$ cat src/rtl/serial_fa_sequencer.sv
// Bit-serial add controller: arbitrates two requesters round-robin, then
// drives one external full-adder cell LSB first for WIDTH cycles with a
// registered carry, and returns sum and carry-out over a valid/ready port.
module serial_fa_sequencer #(
    parameter int WIDTH = 8
) (
    input  logic             CLK,
    input  logic             RESET,
    input  logic             REQ0_VALID,
    output logic             REQ0_READY,
    input  logic [WIDTH-1:0] REQ0_A,
    input  logic [WIDTH-1:0] REQ0_B,
    input  logic             REQ0_CIN,
    input  logic             REQ1_VALID,
    output logic             REQ1_READY,
    input  logic [WIDTH-1:0] REQ1_A,
    input  logic [WIDTH-1:0] REQ1_B,
    input  logic             REQ1_CIN,
    output logic             RSP_VALID,
    input  logic             RSP_READY,
    output logic [WIDTH-1:0] RSP_SUM,
    output logic             RSP_COUT,
    output logic             RSP_ID,
    output logic             BUSY,
    output logic             FA_A,
    output logic             FA_B,
    output logic             FA_CIN,
    input  logic             FA_SUM,
    input  logic             FA_COUT
);

    localparam int              CW       = (WIDTH > 1) ? $clog2(WIDTH) : 1;
    localparam logic [CW-1:0]   LAST_BIT = CW'(WIDTH - 1);

    typedef enum logic [1:0] {
        IDLE = 2'd0,
        RUN  = 2'd1,
        DONE = 2'd2
    } state_t;

    state_t           state;
    state_t           state_next;
    logic             last_grant;
    logic             grant;
    logic             any_valid;
    logic [WIDTH-1:0] a_sh;
    logic [WIDTH-1:0] b_sh;
    logic [WIDTH-1:0] sum_sh;
    logic [WIDTH-1:0] sum_final;
    logic             carry;
    logic [CW-1:0]    cnt;
    logic             id;

    // Round-robin pick: with both requesters valid, favour the one not served last.
    assign any_valid = REQ0_VALID | REQ1_VALID;
    assign grant     = (REQ0_VALID & REQ1_VALID) ? ~last_grant : REQ1_VALID;
    assign sum_final = {FA_SUM, sum_sh[WIDTH-1:1]};

    // The shifters and carry are zero outside RUN, so the FA pins come straight
    // from flops with no state gating and stay glitch-free and 0 when not running.
    assign FA_A      = a_sh[0];
    assign FA_B      = b_sh[0];
    assign FA_CIN    = carry;
    assign RSP_VALID = (state == DONE);
    assign BUSY      = (state != IDLE);

    // State register.
    always_ff @(posedge CLK) begin
        // NOTE: every sequential assignment uses <= so all flops update from
        // pre-edge values regardless of statement order.
        if (RESET) state <= IDLE;
        else       state <= state_next;
    end

    // Next-state decode and requester handshake.
    always_comb begin
        // NOTE: every output of this block gets a default first so no path
        // through the case leaves one unassigned, which would infer a latch.
        state_next = state;
        REQ0_READY = 1'b0;
        REQ1_READY = 1'b0;
        case (state)
            IDLE: begin
                REQ0_READY = REQ0_VALID & ~grant;
                REQ1_READY = REQ1_VALID &  grant;
                if (any_valid) state_next = RUN;
            end
            RUN: begin
                if (cnt == LAST_BIT) state_next = DONE;
            end
            DONE: begin
                if (RSP_READY) state_next = IDLE;
            end
            default: state_next = IDLE;
        endcase
    end

    // Operand capture, bit-serial shifting and result capture.
    always_ff @(posedge CLK) begin
        if (RESET) begin
            a_sh       <= '0;
            b_sh       <= '0;
            sum_sh     <= '0;
            carry      <= 1'b0;
            cnt        <= '0;
            id         <= 1'b0;
            last_grant <= 1'b1;
            RSP_SUM    <= '0;
            RSP_COUT   <= 1'b0;
            RSP_ID     <= 1'b0;
        end else begin
            case (state)
                IDLE: begin
                    if (any_valid) begin
                        a_sh       <= grant ? REQ1_A   : REQ0_A;
                        b_sh       <= grant ? REQ1_B   : REQ0_B;
                        carry      <= grant ? REQ1_CIN : REQ0_CIN;
                        cnt        <= '0;
                        id         <= grant;
                        last_grant <= grant;
                    end
                end
                RUN: begin
                    sum_sh <= sum_final;
                    a_sh   <= a_sh >> 1;
                    b_sh   <= b_sh >> 1;
                    carry  <= FA_COUT;
                    cnt    <= cnt + CW'(1);
                    if (cnt == LAST_BIT) begin
                        RSP_SUM  <= sum_final;
                        RSP_COUT <= FA_COUT;
                        RSP_ID   <= id;
                        // Carry is parked at 0 so FA_CIN is low while DONE.
                        carry    <= 1'b0;
                        cnt      <= '0;
                    end
                end
                default: begin
                end
            endcase
        end
    end

endmodule

$ cat config.mk
export PLATFORM = sky130hd
export DESIGN_NAME = serial_fa_sequencer
export DESIGN_NICKNAME = d
export VERILOG_FILES = /design/src/rtl/serial_fa_sequencer.sv
export SDC_FILE = /design/constraint.sdc
export NUM_CORES = 1
export LEC_CHECK = 0
export BUFFER_PORTS_ARGS = -buffer_cell sky130_fd_sc_hd__buf_2
export CAP_MARGIN = 30
export CELL_PAD_IN_SITES_DETAIL_PLACEMENT = 1
export CELL_PAD_IN_SITES_GLOBAL_PLACEMENT = 1
export CORE_UTILIZATION = 34
export DETAILED_ROUTE_END_ITERATION = 10
export GPL_TIMING_DRIVEN = 0
export PLACE_DENSITY_LB_ADDON = 0.1
export SLEW_MARGIN = 20
export SYNTH_ARGS = -nofsm -noshare
export SYNTH_HDL_FRONTEND = slang
export SYNTH_SLANG_ARGS = --single-unit
$ cat constraint.sdc
create_clock -name CLK -period 2.5 [get_ports CLK]
set_input_delay 0.375 -clock CLK [delete_from_list [all_inputs] [get_ports CLK]]
set_output_delay 0.375 -clock CLK [all_outputs]
set_load 0.02 [all_outputs]
After elaboration in Yosys (flattened, before gate mapping)
Cells that the tools add are included.

cells by class
  bitwise gates (word level) = 6
  equality and inequality tests = 6
  mux-type cells = 20
  $add $sub $neg = 1
  reductions and logical operators = 7

operators with widths
  cell                                                   number
  two-way mux 8 bit                                      4
  case mux 8 bit (2 select lines)                        2
  two-way mux 1 bit                                      6
  two-way mux 2 bit                                      3
  two-way mux 3 bit                                      2
  case mux 2 bit (3 select lines)                        1
  case mux 3 bit (2 select lines)                        1
  AND reduction 2 bit                                    3
  inequality test 2 bit, second input constant           2
  nonzero test 2 bit                                     2
  adder 3 x 1 -> 3 bit, second input constant            1
  bitwise AND 1 bit                                      3
  == test 3 bit, second input constant                   1
  AND reduction 3 bit                                    1
  == test 2 x 1 -> 1 bit, second input constant          1
  == test 2 bit, second input constant                   1
  zero test 2 bit                                        1
  inequality test 2 x 1 -> 1 bit, second input constant  1
  NOT 1 bit                                              2
  case mux 1 bit (2 select lines)                        1
  bitwise OR 1 bit                                       1

word-level totals
  output and inout port bits = 17
  word-level logic and storage cells = 51
  flip-flop bits (word level) = 42
  input bits = 41

Depth between registers and ports, before layout
  word-level depth = 5
  mapped depth = 6
  gate-level depth less buffers = 6

Least setup slack after synthesis
Ideal clock, no wire load.

  path kind = input -> output
  start = in REQ1_VALID
  end = out REQ1_READY
  arrival time = 1133 ps
  data required time = 2125 ps
  stages on the path = 4
  buffers on the path = 2
  setup slack = 992 ps
  cell sequence = a21bo_1 -> buf_6 -> buf_6 -> nor3_2

between the ends
  word-level cells in the longest chain between the ends = 4

RTL lines
  item                   RTL line  source
  start, declared        14        input logic REQ1_VALID,
  bitwise AND 1 bit      56        assign grant = (REQ0_VALID & REQ1_VALID) ? ~last_grant : REQ1_VALID;
  two-way mux 1 bit      56
  bitwise AND 1 bit (*)  85        REQ1_READY = REQ1_VALID & grant;
  two-way mux 1 bit (*)  82        case (state)
  end, declared          15        output logic REQ1_READY,

Mark *: on every way between the ends. The rest lies on a longest branch, timed or not.

Worst setup path after layout
  start = reg state[0]
  end = out REQ1_READY

between the ends
  word-level cells in the longest chain between the ends = 2

RTL lines
  item                    RTL line  source
  start, declared         41        state_t state;
  start signal, assigned  72        else state <= state_next;
  zero test 2 bit         82
  two-way mux 1 bit       82

Every way passes these cells.

==> results.toml <==
[detailed_routing]
drt-wirelength-per-cell_microns = 13.3
dr.pass1.iters = 4
drt_iter0_markers = 63
vias = 1708
drcViolationCount = 0
routed_wl_microns = 4660
vias_per_cell = 4.87
drtAntennaViolNets = 0

[global_route]
grt_pass1_vias = 1582
antenna_found_initial = 0
grt_util_all_layers_pct = 18.3
grt_max_degree = 14
overflow = 0
grt_pass1_wl_microns = 7530

[yosys]
synth_top_cell_by_area = "dfxtp_1"
yosysUniqueCellTypes = 33
synth-edff-count = 0
yosysMostFrequentCell = "dfxtp_1"
synth_fp_nets = 259
yosys-top-cells-area = "dfxtp_1 46%, nand2_1 8.1%, nor2_1 6.5%"
syn_inst = 216
ys_ff_latch = 41
syn_avg_cell_area_sq_um = 8.34
synth_top_area_share_pct = 45.6
synth_common_cells = "41 x dfxtp_1, 39 x nand2_1, 31 x nor2_1"
synth_sequential_area_ratio_pct = 45.6
async_reset_ff_share_pct = 0
netlist_area_sq_mm = 0.00180
ys.flop_type = "dfxtp_1"
yosysWarnings = 0

[cells_and_area]
multi_input_area_sq_um = 890
area_growth_pct = 27.4
antenna_cells = 0
finalNetCount = 323
final_core_util_pct = 44.9
drive_above_1_share_pct = 27.4
seq_area_sq_um = 821
fillCellCount = 653

[pwr]
leakagePower_nw = 0.990
p_switching_mw = 0.366
seqPwrFrac_pct = 48.0
vdd_ir_drop_max_mv = 0.270
swShare_pct = 24.9
powerDensity_mw_per_mm2 = 639
power_mw = 1.47
internal_power_mw = 1.10
p_clk_share_pct = 38.7
power_frac_comb_pct = 13.3

[sta]
finalCritPeriodShare_pct = 76.7
finalSetupViolCount = 0
final-max-slew-violation-count = 0
relSlewSlack_pct = 65.6
rsz0062_at_grt = "no"
hold_viol = 0
fin_skew_ps = 4.90
finalCriticalPeriod_ps = 1920
hold_ws_ps = 328
max_freq_mhz = 521
worst_pin_slew_ps = 516
tns_ps = 0

[clock_tree]
hold_buffers = 0
htreeDepth = 2
clkTransAtPathRegs_ps = 80
clk_latency_ps = 290
cts_tree = "built"
numCtsBuffers = 5
max-clock-path-buffers = 2
cts_root_buf = "clkbuf_8"
cts.sinks = 41
cts_setup_buffers = 0
cts_resized = 0

[hold_path]
worst_hold_path_type = "input port to flip-flop"

[critical_path]
crit_arrival_ps = 1540
crit_fanout = 10
slowest_stage = "dfxtp_1"
worstSetupEndpointType = "output pin"
path_class = "flip-flop to output pin"
cpPeakStageDelay_ps = 490
start_kind = "flip-flop"
crit_chain = "clkbuf_1 > nor3_2 > buf_2"
crit_required_ps = 2120

[floorplanning]
core_sq_mm = 0.00511
die_h_microns = 74.8
io_pins = 58
dieArea_sq_mm = 0.00559
initial_core_util_pct = 35.3
die_x_microns = 74.8
rows = 26

[outcome]
status = "finished, final reports clean"

[placed_design]
port_buffers = 57
dp_hpwl_microns = 3450
globalplace.congestion = 0.663

[flow_run]
drv_cap = 0
## cells in the final DEF, fill, tap and decap left out, types with 2 or more instances in the layout
master and instances:
a22oi_1 5, clkbuf_8 6, nor2_1 31, o21ai_0 10
nand2b_1 8, nand3_1 3, dfxtp_1 41, inv_1 2
buf_2 61, o22ai_1 3, nor2b_1 2, nor3_1 2
a32o_1 11, ha_1 2, mux2i_1 5, or2b_1 5
a21oi_1 20, nand2_1 39, clkbuf_1 5, o2bb2ai_1 2
buf_6 3
## metal layers
metal  global-route usage (%)  up-vias  share of wire (%)
li1                         -      871                  -
met1                     23.5      794                 49
met5                        0        -                  0
met2                     30.5       38                 46
met3                     4.02        5                4.1
met4                     6.29        0                1.2
## logic make-up after synthesis
group                    after synthesis  share of synthesized area [%]
flip-flops                            41                           45.6
AND/OR/NAND/NOR                       95                           23.8
multiplexers                           5                           2.78
buffers and inverters                 16                           5.07
adder cells (fa/ha/maj)                2                           1.39
AO/OA/AOI/OAI                         57                           21.5
## power groups by stage
stage / clock network (mW) / logic [mW] / registers [mW]
4_1_cts: 0.583 / 0.201 / 0.704
3_5_place_dp: 0 / 0.199 / 0.720
6_report: 0.567 / 0.196 / 0.705
2_1_floorplan: 0 / 0.121 / 0.720
3_3_place_gp: 0 / 0.196 / 0.719
5_1_grt: 0.605 / 0.218 / 0.709
## final timing paths
path | from | end | slack, ps | cells after the start
max reg2reg | state[0] | a_sh[4] | 910 | 4
min reg2reg | RSP_SUM[3] | RSP_SUM[3] | 450 | 2
min | FA_SUM | sum_sh[7] | 330 | 3
max | state[0] | REQ1_READY | 580 | 3
## through the flow
stage	setup WS, ps	instances	cell area (sq um)
2_1_floorplan	992	216	1800
3_3_place_gp	756	343	2170
3_5_place_dp	756	343	2170
4_1_cts	555	351	2290
5_1_grt	440	351	2290
6_report	582	351	2290
## final cells by class
| type | instances | area share (%) |
|---|---|---|
| Clock buffer | 6 | 3.60 |
| Buffer | 14 | 3.65 |
| Inverter | 2 | 0.327 |
| Timing Repair Buffer | 57 | 12.4 |
| Multi-Input combinational cell | 159 | 38.8 |
| Sequential cell | 41 | 35.8 |
| Clock inverter | 2 | 1.64 |
| Tap cell | 70 | 3.82 |
## flip-flops by register name (all words and copies together), names as in the netlist, 2 cells and up
| register | count |
|---|---|
| sum_sh | 7 |
| cnt | 3 |
| b_sh | 8 |
| state | 2 |
| a_sh | 8 |
| RSP_SUM | 8 |
## critical path, delay by kind of cell, from the launching register on
family	cells	cell delay (ps)
simple gates	1	120
buf+inv	2	630
flops	1	490
Note: power is estimated with default switching activity, not from simulation.
